**config.mk**
```make
export PLATFORM = sky130hd
export DESIGN_NAME = uart_alu_frame_ctrl_flat
export DESIGN_NICKNAME = d
export VERILOG_FILES = /design/src/rtl/uart_alu_frame_ctrl_if.sv /design/src/rtl/uart_alu_frame_ctrl.sv /design/src/flat_wrapper.sv
export SDC_FILE = /design/constraint.sdc
export NUM_CORES = 1
export LEC_CHECK = 0
export CAP_MARGIN = 15
export CORE_MARGIN = 2
export CORE_UTILIZATION = 52
export CTS_CLUSTER_DIAMETER = 200
export DETAILED_ROUTE_END_ITERATION = 6
export PLACE_DENSITY_LB_ADDON = 0.2
export SETUP_SLACK_MARGIN = 0.15
export SLEW_MARGIN = 20
export SYNTH_ARGS = -nofsm -noshare
export SYNTH_HDL_FRONTEND = slang
export SYNTH_SLANG_ARGS = --single-unit
```
**constraint.sdc**
```tcl
create_clock -name clk -period 4.24 [get_ports clk]
set_input_delay 0.848 -clock clk [delete_from_list [all_inputs] [get_ports clk]]
set_output_delay 0.848 -clock clk [all_outputs]
set_load 0.02 [all_outputs]
```
**src/rtl/uart_alu_frame_ctrl_if.sv**
```systemverilog
// Byte-stream and ALU operand bus between the UART command framer and its environment.
// master = framer side, slave = rx/tx/ALU side.
interface uart_alu_frame_ctrl_if #(
   parameter int unsigned DATA_W = 16,
   parameter int unsigned OP_W   = 6
);
   logic              rx_done_tick;
   logic [7:0]        rx_data;
   logic              tx_done_tick;
   logic              tx_start;
   logic [7:0]        tx_data;
   logic [DATA_W-1:0] alu_a;
   logic [DATA_W-1:0] alu_b;
   logic [OP_W-1:0]   alu_op;
   logic [DATA_W-1:0] alu_result;
   logic              busy;
   logic              frame_err;
   logic              overrun;

   modport master (
      input  rx_done_tick, rx_data, tx_done_tick, alu_result,
      output tx_start, tx_data, alu_a, alu_b, alu_op, busy, frame_err, overrun
   );

   modport slave (
      output rx_done_tick, rx_data, tx_done_tick, alu_result,
      input  tx_start, tx_data, alu_a, alu_b, alu_op, busy, frame_err, overrun
   );
endinterface

```
**src/rtl/uart_alu_frame_ctrl.sv**
```systemverilog
// Command framer: opcode + LSB-first multi-byte A/B from UART rx, one ALU evaluation,
// LSB-first result bytes back out through the tx handshake.
module uart_alu_frame_ctrl #(
   parameter int unsigned DATA_W  = 16,
   parameter int unsigned OP_W    = 6,
   parameter int unsigned TIMEOUT = 1000000
) (
   input  logic                  clk,
   input  logic                  reset,
   uart_alu_frame_ctrl_if.master bus
);
   localparam int unsigned NB       = DATA_W / 8;
   localparam int unsigned NBW      = (NB > 1) ? $clog2(NB) : 1;
   localparam int unsigned TW       = (TIMEOUT > 1) ? $clog2(TIMEOUT) : 1;
   localparam int unsigned TMO_LAST = (TIMEOUT == 0) ? 0 : TIMEOUT - 1;
   localparam logic [7:0]  OP_MASK  = 8'((32'd1 << OP_W) - 32'd1);

   typedef enum logic [2:0] {IDLE, RX_A, RX_B, EXEC, TX_LOAD, TX_WAIT} state_t;

   state_t            state, state_n;
   logic [NBW-1:0]    byte_cnt, byte_cnt_n;
   logic [NBW-1:0]    tx_idx, tx_idx_n;
   logic [TW-1:0]     tmo_cnt, tmo_n;
   logic [DATA_W-1:0] a_q, a_n, b_q, b_n, res_q, res_n;
   logic [OP_W-1:0]   op_q, op_n;
   logic [7:0]        tx_data_q, tx_data_n;
   logic              tx_start_q, tx_start_n;
   logic              busy_q, busy_n;
   logic              frame_err_q, frame_err_n;
   logic              overrun_q, overrun_n;
   logic              tmo_hit_c, last_byte_c;
   logic [NBW+2:0]    byte_sel_c, tx_sel_c;

   always_ff @(posedge clk or posedge reset) begin
      if (reset) begin
         state       <= IDLE;
         byte_cnt    <= '0;
         tx_idx      <= '0;
         tmo_cnt     <= '0;
         a_q         <= '0;
         b_q         <= '0;
         res_q       <= '0;
         op_q        <= '0;
         tx_data_q   <= '0;
         tx_start_q  <= 1'b0;
         busy_q      <= 1'b0;
         frame_err_q <= 1'b0;
         overrun_q   <= 1'b0;
      end else begin
         state       <= state_n;
         byte_cnt    <= byte_cnt_n;
         tx_idx      <= tx_idx_n;
         tmo_cnt     <= tmo_n;
         a_q         <= a_n;
         b_q         <= b_n;
         res_q       <= res_n;
         op_q        <= op_n;
         tx_data_q   <= tx_data_n;
         tx_start_q  <= tx_start_n;
         busy_q      <= busy_n;
         frame_err_q <= frame_err_n;
         overrun_q   <= overrun_n;
      end
   end

   always_comb begin
      state_n     = state;
      byte_cnt_n  = byte_cnt;
      tx_idx_n    = tx_idx;
      tmo_n       = tmo_cnt;
      a_n         = a_q;
      b_n         = b_q;
      res_n       = res_q;
      op_n        = op_q;
      tx_data_n   = tx_data_q;
      tx_start_n  = 1'b0;
      frame_err_n = 1'b0;
      overrun_n   = 1'b0;
      tmo_hit_c   = (TIMEOUT != 0) && (tmo_cnt == TW'(TMO_LAST));
      last_byte_c = (byte_cnt == NBW'(NB - 1));
      byte_sel_c  = {byte_cnt, 3'b000};
      tx_sel_c    = {tx_idx, 3'b000};

      case (state)
         IDLE: begin
            if (bus.rx_done_tick) begin
               if ((bus.rx_data & ~OP_MASK) != 8'h00) begin
                  frame_err_n = 1'b1;
               end else begin
                  op_n       = bus.rx_data[OP_W-1:0];
                  byte_cnt_n = '0;
                  tmo_n      = '0;
                  state_n    = RX_A;
               end
            end
         end
         RX_A, RX_B: begin
            // A byte on the terminal timeout cycle still counts
            if (bus.rx_done_tick) begin
               tmo_n = '0;
               if (state == RX_A) a_n[byte_sel_c +: 8] = bus.rx_data;
               else               b_n[byte_sel_c +: 8] = bus.rx_data;
               if (last_byte_c) begin
                  byte_cnt_n = '0;
                  state_n    = (state == RX_A) ? RX_B : EXEC;
               end else begin
                  byte_cnt_n = byte_cnt + NBW'(1);
               end
            end else if (tmo_hit_c) begin
               frame_err_n = 1'b1;
               state_n     = IDLE;
            end else begin
               tmo_n = tmo_cnt + TW'(1);
            end
         end
         EXEC: begin
            res_n    = bus.alu_result;
            tx_idx_n = '0;
            state_n  = TX_LOAD;
         end
         TX_LOAD: begin
            tx_data_n  = res_q[tx_sel_c +: 8];
            tx_start_n = 1'b1;
            state_n    = TX_WAIT;
         end
         TX_WAIT: begin
            if (bus.tx_done_tick) begin
               if (tx_idx == NBW'(NB - 1)) begin
                  state_n = IDLE;
               end else begin
                  tx_idx_n = tx_idx + NBW'(1);
                  state_n  = TX_LOAD;
               end
            end
         end
         default: state_n = IDLE;
      endcase

      // Bytes arriving while a result is in flight are dropped and flagged
      if (bus.rx_done_tick && (state == EXEC || state == TX_LOAD || state == TX_WAIT))
         overrun_n = 1'b1;

      busy_n = (state_n != IDLE);
   end

   assign bus.tx_start  = tx_start_q;
   assign bus.tx_data   = tx_data_q;
   assign bus.alu_a     = a_q;
   assign bus.alu_b     = b_q;
   assign bus.alu_op    = op_q;
   assign bus.busy      = busy_q;
   assign bus.frame_err = frame_err_q;
   assign bus.overrun   = overrun_q;
endmodule

```
**src/flat_wrapper.sv**
```systemverilog
// flat-port wrapper written by rule: the top's interface ports become plain ports
module uart_alu_frame_ctrl_flat 
#(
   parameter int unsigned DATA_W  = 16,
   parameter int unsigned OP_W    = 6,
   parameter int unsigned TIMEOUT = 1000000
)
  (clk, reset, bus_rx_done_tick, bus_rx_data, bus_tx_done_tick, bus_alu_result, bus_tx_start, bus_tx_data, bus_alu_a, bus_alu_b, bus_alu_op, bus_busy, bus_frame_err, bus_overrun);
  uart_alu_frame_ctrl_if #(.DATA_W(DATA_W), .OP_W(OP_W)) bus_i ();
  input  logic clk;
  input  logic reset;
  input wire logic [$bits(bus_i.rx_done_tick)-1:0] bus_rx_done_tick;
  input wire logic [$bits(bus_i.rx_data)-1:0] bus_rx_data;
  input wire logic [$bits(bus_i.tx_done_tick)-1:0] bus_tx_done_tick;
  input wire logic [$bits(bus_i.alu_result)-1:0] bus_alu_result;
  output wire logic [$bits(bus_i.tx_start)-1:0] bus_tx_start;
  output wire logic [$bits(bus_i.tx_data)-1:0] bus_tx_data;
  output wire logic [$bits(bus_i.alu_a)-1:0] bus_alu_a;
  output wire logic [$bits(bus_i.alu_b)-1:0] bus_alu_b;
  output wire logic [$bits(bus_i.alu_op)-1:0] bus_alu_op;
  output wire logic [$bits(bus_i.busy)-1:0] bus_busy;
  output wire logic [$bits(bus_i.frame_err)-1:0] bus_frame_err;
  output wire logic [$bits(bus_i.overrun)-1:0] bus_overrun;
  assign bus_i.rx_done_tick = bus_rx_done_tick;
  assign bus_i.rx_data = bus_rx_data;
  assign bus_i.tx_done_tick = bus_tx_done_tick;
  assign bus_i.alu_result = bus_alu_result;
  assign bus_tx_start = bus_i.tx_start;
  assign bus_tx_data = bus_i.tx_data;
  assign bus_alu_a = bus_i.alu_a;
  assign bus_alu_b = bus_i.alu_b;
  assign bus_alu_op = bus_i.alu_op;
  assign bus_busy = bus_i.busy;
  assign bus_frame_err = bus_i.frame_err;
  assign bus_overrun = bus_i.overrun;
  uart_alu_frame_ctrl #(.DATA_W(DATA_W), .OP_W(OP_W), .TIMEOUT(TIMEOUT)) u_core (.clk(clk), .reset(reset), .bus(bus_i));
endmodule
```
==> summary.txt, run 1 <==
Run status
  – Outcome: completed

Worst setup path
  – Delay-heaviest family, CP: simple AND/OR/NAND/NOR gates
  – Worst setup EP type: register
  – Buffers and inverters on the worst path: 1
  – WS Path Type: primary input to register
  – Slowest stage cell, crit path: clkdlybuf4s50_1
  – Crit path largest cell delay: 0.64 ns
  – CP Launch Type: primary input
  – R2R setup slack: 2.23 ns
  – CP Data Required Time: 4.50 ns
  – Crit-path cells: clkdlybuf4s50_1 > nor3b_2 > o21ai_1 > nor2_2 > nand2_1 > o21ai_0
  – Crit Path Max Fanout: 17
  – Data arrival, critical path: 3.00 ns

Pwr
  – Power per cell area: 699 nW/um2
  – Worst vdd ir: 0.403 mV
  – Leakage: 2.20 nW

GRT
  – Initial antenna violation count: 0
  – Vias in the first global route: 2,856
  – First-pass GRT wire length: 13,900 um
  – Global-route usage over all layers: 0.211
  – Pin count of the biggest net entering global routing: 51
  – Grt total ovfl: 0

Synthesis
  – Number of synthesized register bits: 91
  – Net count after synthesis: 354
  – Proportion of synthesized area in mux cells: 0.177
  – Cell count after synthesis: 325
  – Post-synthesis xor/xnor area fraction: 0.0219
  – Syn avg cell area: 12.3 um2
  – Ys flop type: dfrtp_1
  – Yosys warnings: 0
  – Complex-gate fraction of the synthesized area: 0.0689
  – Top cells by area, synth: dfrtp_1 57%, mux2_2 15%, nor2_1 2.6%
  – Main combinational cell family by area after synthesis: multiplexers
  – Most common library cells after synthesis: 91 x dfrtp_1, 54 x mux2_2, 28 x nor2_1, 20 x a21oi_1, 14 x nand2_1
  – Top-count cell post-synth: dfrtp_1
  – Post-synth ARST share: 1.00
  – Count of different cell masters after synthesis: 47
  – Synth Area in Simple Gates: 0.146
  – Post-Synth Adder-Cell Area: 0.00313
  – Area share of the largest cell type after synthesis: 0.570
  – EDFF count, synth: 0
  – Cell area after synthesis: 4000 um2
  – Cell taking the most area after synthesis: dfrtp_1
  – Seq/Total Area, Yosys: 0.570

Cells and area
  – Antenna fix cells: 0
  – Area delta synth->final: 27.1%
  – Share of layout cells above drive strength 1: 0.212
  – # nets final: 435

Place
  – Post-DP HPWL: 5790 um
  – Dpl ws: 1.12 ns
  – IO Port Bufs: 77
  – GP Congestion: 0.824

Clocking
  – Cts repair resizes: 0
  – Hold buffer count at CTS: 0
  – # clock sinks: 91
  – CTS root buf: clkbuf_8
  – CTS buffer count: 9
  – H-tree depth: 3
  – Worst skew pair latency: 0.35 ns
  – Setup Buffers After CTS: 0
  – Longest Clk Path Bufs: 2
  – Clk pin slew, worst setup/hold paths: 0.09 ns
  – CTS tree: built

Timing
  – Fmax: 365 MHz
  – Final min period: 2.74 ns
  – Post-route setup slack: 1.50 ns
  – Finish-stage setup viols: 0
  – Final Hold Fails: 0
  – Relative slew slack: 0.442
  – Setup TNS: 0 ns
  – Clk_skew: 0.0148 ns
  – Worst Tran Pin Value: 0.836 ns
  – RSZ-0062 raised after global routing: false
  – Period utilization: 0.645
  – Fin. max-slew vios: 0
  – Fin Hold WS: 0.511 ns

Drt
  – Detailed-route DRC error count: 0
  – Via count: 2,788
  – Post-route ant nets: 0
  – WL/cell: 16.3 um
  – 1st-pass router iterations: 4
  – Drt via density: 5.47
  – Initial DRC count: 110
  – Wirelength, routed: 8300 um

Floorplanning
  – Die height: 91.7 um
  – Initial core utilization: 0.545
  – Core footprint: 7330 um2
  – DIE AREA: 8400 um2
  – DIE WIDTH: 91.7 um
  – I/O Pins: 78
  – Site Rows: 31

Flow run
  – Max-cap violations: 0

Hold path
  – Hold WC Path Type: register to register
[cell usage in the layout (no fill, tap or decap), types with 3 or more instances in the layout]
cell and n:
nor3b_1 3, nor2_1 27, o21ai_0 6, nor2b_1 3
nand3_1 7, nand4_1 5, or3_1 7, and4_1 4
clkbuf_8 11, xnor2_1 9, clkdlybuf4s50_1 77, a21oi_1 20
mux2i_1 10, dfrtp_1 91, and3_1 5, o21ai_1 3
mux2_2 54, nor3_1 7, nand2_1 14, nand2b_1 5
or4_1 3
[worst paths after layout]
kind / start / to / cells past startpoint
max: bus_rx_done_tick / u_core.byte_cnt$_DFFE_PP0P_ / 6
min: u_core.bus.alu_a[4]$_DFFE_PP0P_ / u_core.bus.alu_a[4]$_DFFE_PP0P_ / 1
max reg2reg: u_core.state[2]$_DFF_PP0_ / u_core.byte_cnt$_DFFE_PP0P_ / 5
min reg2reg: u_core.bus.alu_a[4]$_DFFE_PP0P_ / u_core.bus.alu_a[4]$_DFFE_PP0P_ / 1
max in group asynchronous: reset / u_core.tmo_cnt[1]$_DFFE_PP0P_ / 3
min in group asynchronous: reset / u_core.res_q[2]$_DFFE_PP0P_ / 2
[through the flow]
| stage | power (mW) | instance area [um2] | utilization | instances |
|---|---|---|---|---|
| global route | 3.77 | 5080 | 0.693 | 510 |
| detailed placement | 2.97 | 4860 | 0.664 | 494 |
| CTS | 3.58 | 5070 | 0.692 | 510 |
| finish | 3.55 | 5080 | 0.693 | 510 |
| global placement | 2.92 | 4860 | 0.664 | 494 |
| floorplan | 2.33 | 4000 | - | 325 |
[layer usage]
layer / global-route usage / vias up / part of all wire
met4: 0.0833 / 0 / 0.018
met3: 0.0657 / 11 / 0.066
met2: 0.335 / 67 / 0.48
li1: - / 1327 / -
met1: 0.273 / 1383 / 0.43
met5: 0 / - / 0
[cells by family (layout without fill, tap and decap cells)]
kind of cell               Yosys count  count (layout)
AOI/OAI and AO/OA                   44              44
xor gates and xnor gates            10              10
adders and majority gates            1               1
buffers and inverters               12              98
DFF                                 91              91
muxes                               64              64
and+or+nand+nor                    103             103
[sequential cells by signal, indices dropped and copies added, names as in the netlist]
name and cells:
u_core.bus.alu_op 6, u_core.bus.busy 1, u_core.state 3, u_core.bus.tx_data 8, u_core.bus.tx_start 1, u_core.bus.alu_a 16
u_core.res_q 16, u_core.byte_cnt 1, u_core.tmo_cnt 20, u_core.tx_idx 1, u_core.bus.alu_b 16, u_core.bus.overrun 1
u_core.bus.frame_err 1
[area by class of cell]
cell class,instances,area (um2)
clock buffers,11,151
clock inverters,5,58.8
fillers,556,2250
inverters,3,12.5
multi-input cells,222,1670
flip-flops and latches,91,2280
well taps,99,124
repair buffers,79,786
[report_power, final]
group / total (mW) / switching (mW) / internal (mW)
Combinational: 1.52 / 0.754 / 0.769
Sequential: 1.42 / 0.216 / 1.20
Clock: 0.606 / 0.301 / 0.306
Total: 3.55 / 1.27 / 2.28
Power figures use the tool's default switching activity.
==> run 2, diff against run 1 <==
Settings changed: CORE_UTILIZATION 52 to 47.
Clock period 4.24 ns to 2.2 ns, I/O delays scaled along.
==> summary.txt, run 2 (synthesized netlist as in run 1, its figures left out) <==
Floorplanning
  – Initial core utilization: 0.486
  – Site Rows: 33
  – DIE WIDTH: 96.2 um
  – Die height: 96.2 um
  – I/O Pins: 78
  – Core footprint: 8220 um2
  – DIE AREA: 9260 um2

Cells and area
  – Most frequent cells in the layout: 88 x dfrtp_1, 77 x clkdlybuf4s50_1, 54 x mux2_2
  – Area delta synth->final: 33.2%
  – Largest reg by FF count: u_core.tmo_cnt
  – Most common cell after layout, fill and taps aside: dfrtp_1
  – Storage cell area: 2280 um2
  – Fin area: 5320 um2
  – Largest register FFs: 20
  – # nets final: 458
  – Share of layout cells above drive strength 1: 0.263
  – Antenna fix cells: 0
  – Multi-input logic area: 1690 um2
  – FILL cells: 666

Timing
  – Period utilization: 0.876
  – Post-route setup slack: 0.274 ns
  – Worst Tran Pin Value: 0.614 ns
  – Final min period: 1.93 ns
  – Fmax: 519 MHz
  – Finish-stage setup viols: 0
  – Relative slew slack: 0.591
  – Clk_skew: 0.0102 ns
  – Fin. max-slew vios: 0
  – RSZ-0062 raised after global routing: false
  – Final Hold Fails: 0

Clocking
  – CTS tree: built
  – # clock sinks: 91
  – H-tree depth: 3
  – Longest Clk Path Bufs: 2
  – CTS buffer count: 9
  – CTS root buf: clkbuf_8
  – Hold buffer count at CTS: 0
  – Worst skew pair latency: 0.35 ns
  – Clk pin slew, worst setup/hold paths: 0.09 ns

Flow run
  – Max-cap violations: 0

GRT
  – First-pass GRT wire length: 14,400 um
  – Vias in the first global route: 2,892
  – Initial antenna violation count: 0
  – Pin count of the biggest net entering global routing: 31
  – Grt total ovfl: 0
  – Global-route usage over all layers: 0.204

Run status
  – Outcome: completed

Worst setup path
  – CP Data Required Time: 2.44 ns
  – CP Launch Type: register
  – WS Path Type: register to register
  – Crit Path Max Fanout: 6
  – Data arrival, critical path: 2.17 ns
  – Worst setup EP type: register

Drt
  – Initial DRC count: 84
  – WL/cell: 16.1 um
  – Drt via density: 5.35
  – Via count: 2,883
  – 1st-pass router iterations: 4
  – Detailed-route DRC error count: 0
  – Wirelength, routed: 8690 um
  – Post-route ant nets: 0

Place
  – GP Congestion: 0.787
  – Dpl ws: -0.0294 ns
  – Post-DP HPWL: 6300 um
  – IO Port Bufs: 77
  – Dpl cell area: 5060 um2

Pwr
  – Power per cell area: 1310 nW/um2
  – Worst vdd ir: 0.926 mV
  – Leakage: 2.31 nW

Hold path
  – Hold WC Path Type: primary input to async pin
-- run 2: cell count changes in the layout (fill, tap and decap cells not counted), moves of 2 or more --
cell	previous run	this run
buf_12	0	3
dfrtp_2	0	3
clkinv_4	0	2
and3_4	0	2
dfrtp_1	91	88
clkinv_2	2	0
buf_4	2	21
-- run 2: metrics by stage --
stage / power (mW) / TNS, ns / hold WS, ns / std cells / utilization
after global placement: 5.79 / 0 / 0.487 / 520 / 0.616
after floorplan: 4.48 / 0 / 0.479 / 325 / -
final: 6.98 / 0 / 0.477 / 539 / 0.648
after CTS: 7.05 / 0 / 0.480 / 536 / 0.641
after detailed placement: 5.89 / -0.0698 / 0.493 / 520 / 0.616
after global routing: 7.43 / 0 / 0.512 / 539 / 0.648
-- run 2: final timing paths --
path	slack [ns]	endpoint	start	depth (start not counted)
max reg2reg	0.27	u_core.tmo_cnt[1]$_DFFE_PP0P_	u_core.tmo_cnt[7]$_DFFE_PP0P_	5
max	0.27	u_core.tmo_cnt[1]$_DFFE_PP0P_	u_core.tmo_cnt[7]$_DFFE_PP0P_	5
min reg2reg	0.51	u_core.bus.alu_b[3]$_DFFE_PP0P_	u_core.bus.alu_b[3]$_DFFE_PP0P_	1
max in group asynchronous	1.20	u_core.res_q[6]$_DFFE_PP0P_	reset	3
min	0.48	u_core.bus.alu_op[2]$_DFFE_PP0P_	reset	2
min in group clk	0.51	u_core.bus.alu_b[3]$_DFFE_PP0P_	u_core.bus.alu_b[3]$_DFFE_PP0P_	1
-- run 2: timing repair --
action	4_1_cts	5_1_grt
buffers inserted	0	3
resized for setup	0	10
setup endpoints to repair	0	5
-- run 2: layout make-up --
type	count	share of cell area
flip-flops and latches	91	0.429
multi-input cells	222	0.318
repair buffers	102	0.188
clock buffers	11	0.0266
well taps	105	0.0247
clock inverters	5	0.0118
inverters	3	0.00282
-- run 2: metal layers --
layer,GRT usage,part of all wire,vias to the layer above
li1,-,-,1383
met1,0.258,0.44,1431
met2,0.334,0.49,62
met3,0.0626,0.060,7
met4,0.0643,0.010,0
met5,0,0,-
-- run 2: worst max-delay path, cell delays in order, from the launching register on --
cell     delay (ns)
dfrtp_1        0.44
or4_1          0.60
nor4_4         0.29
buf_4          0.18
nor2_1         0.06
a31o_2         0.25
-- run 2: power breakdown --
group	switching, mW	internal [mW]
registers	0.438	2.32
clock network	0.590	0.561
logic	1.48	1.60
total	2.50	4.48
==> run 3, diff against run 2 <==
Settings changed: SLEW_MARGIN 20 to 5.
==> results of run 3 <==
No change in the layout: final DEF, timing and power equal those of run 2.
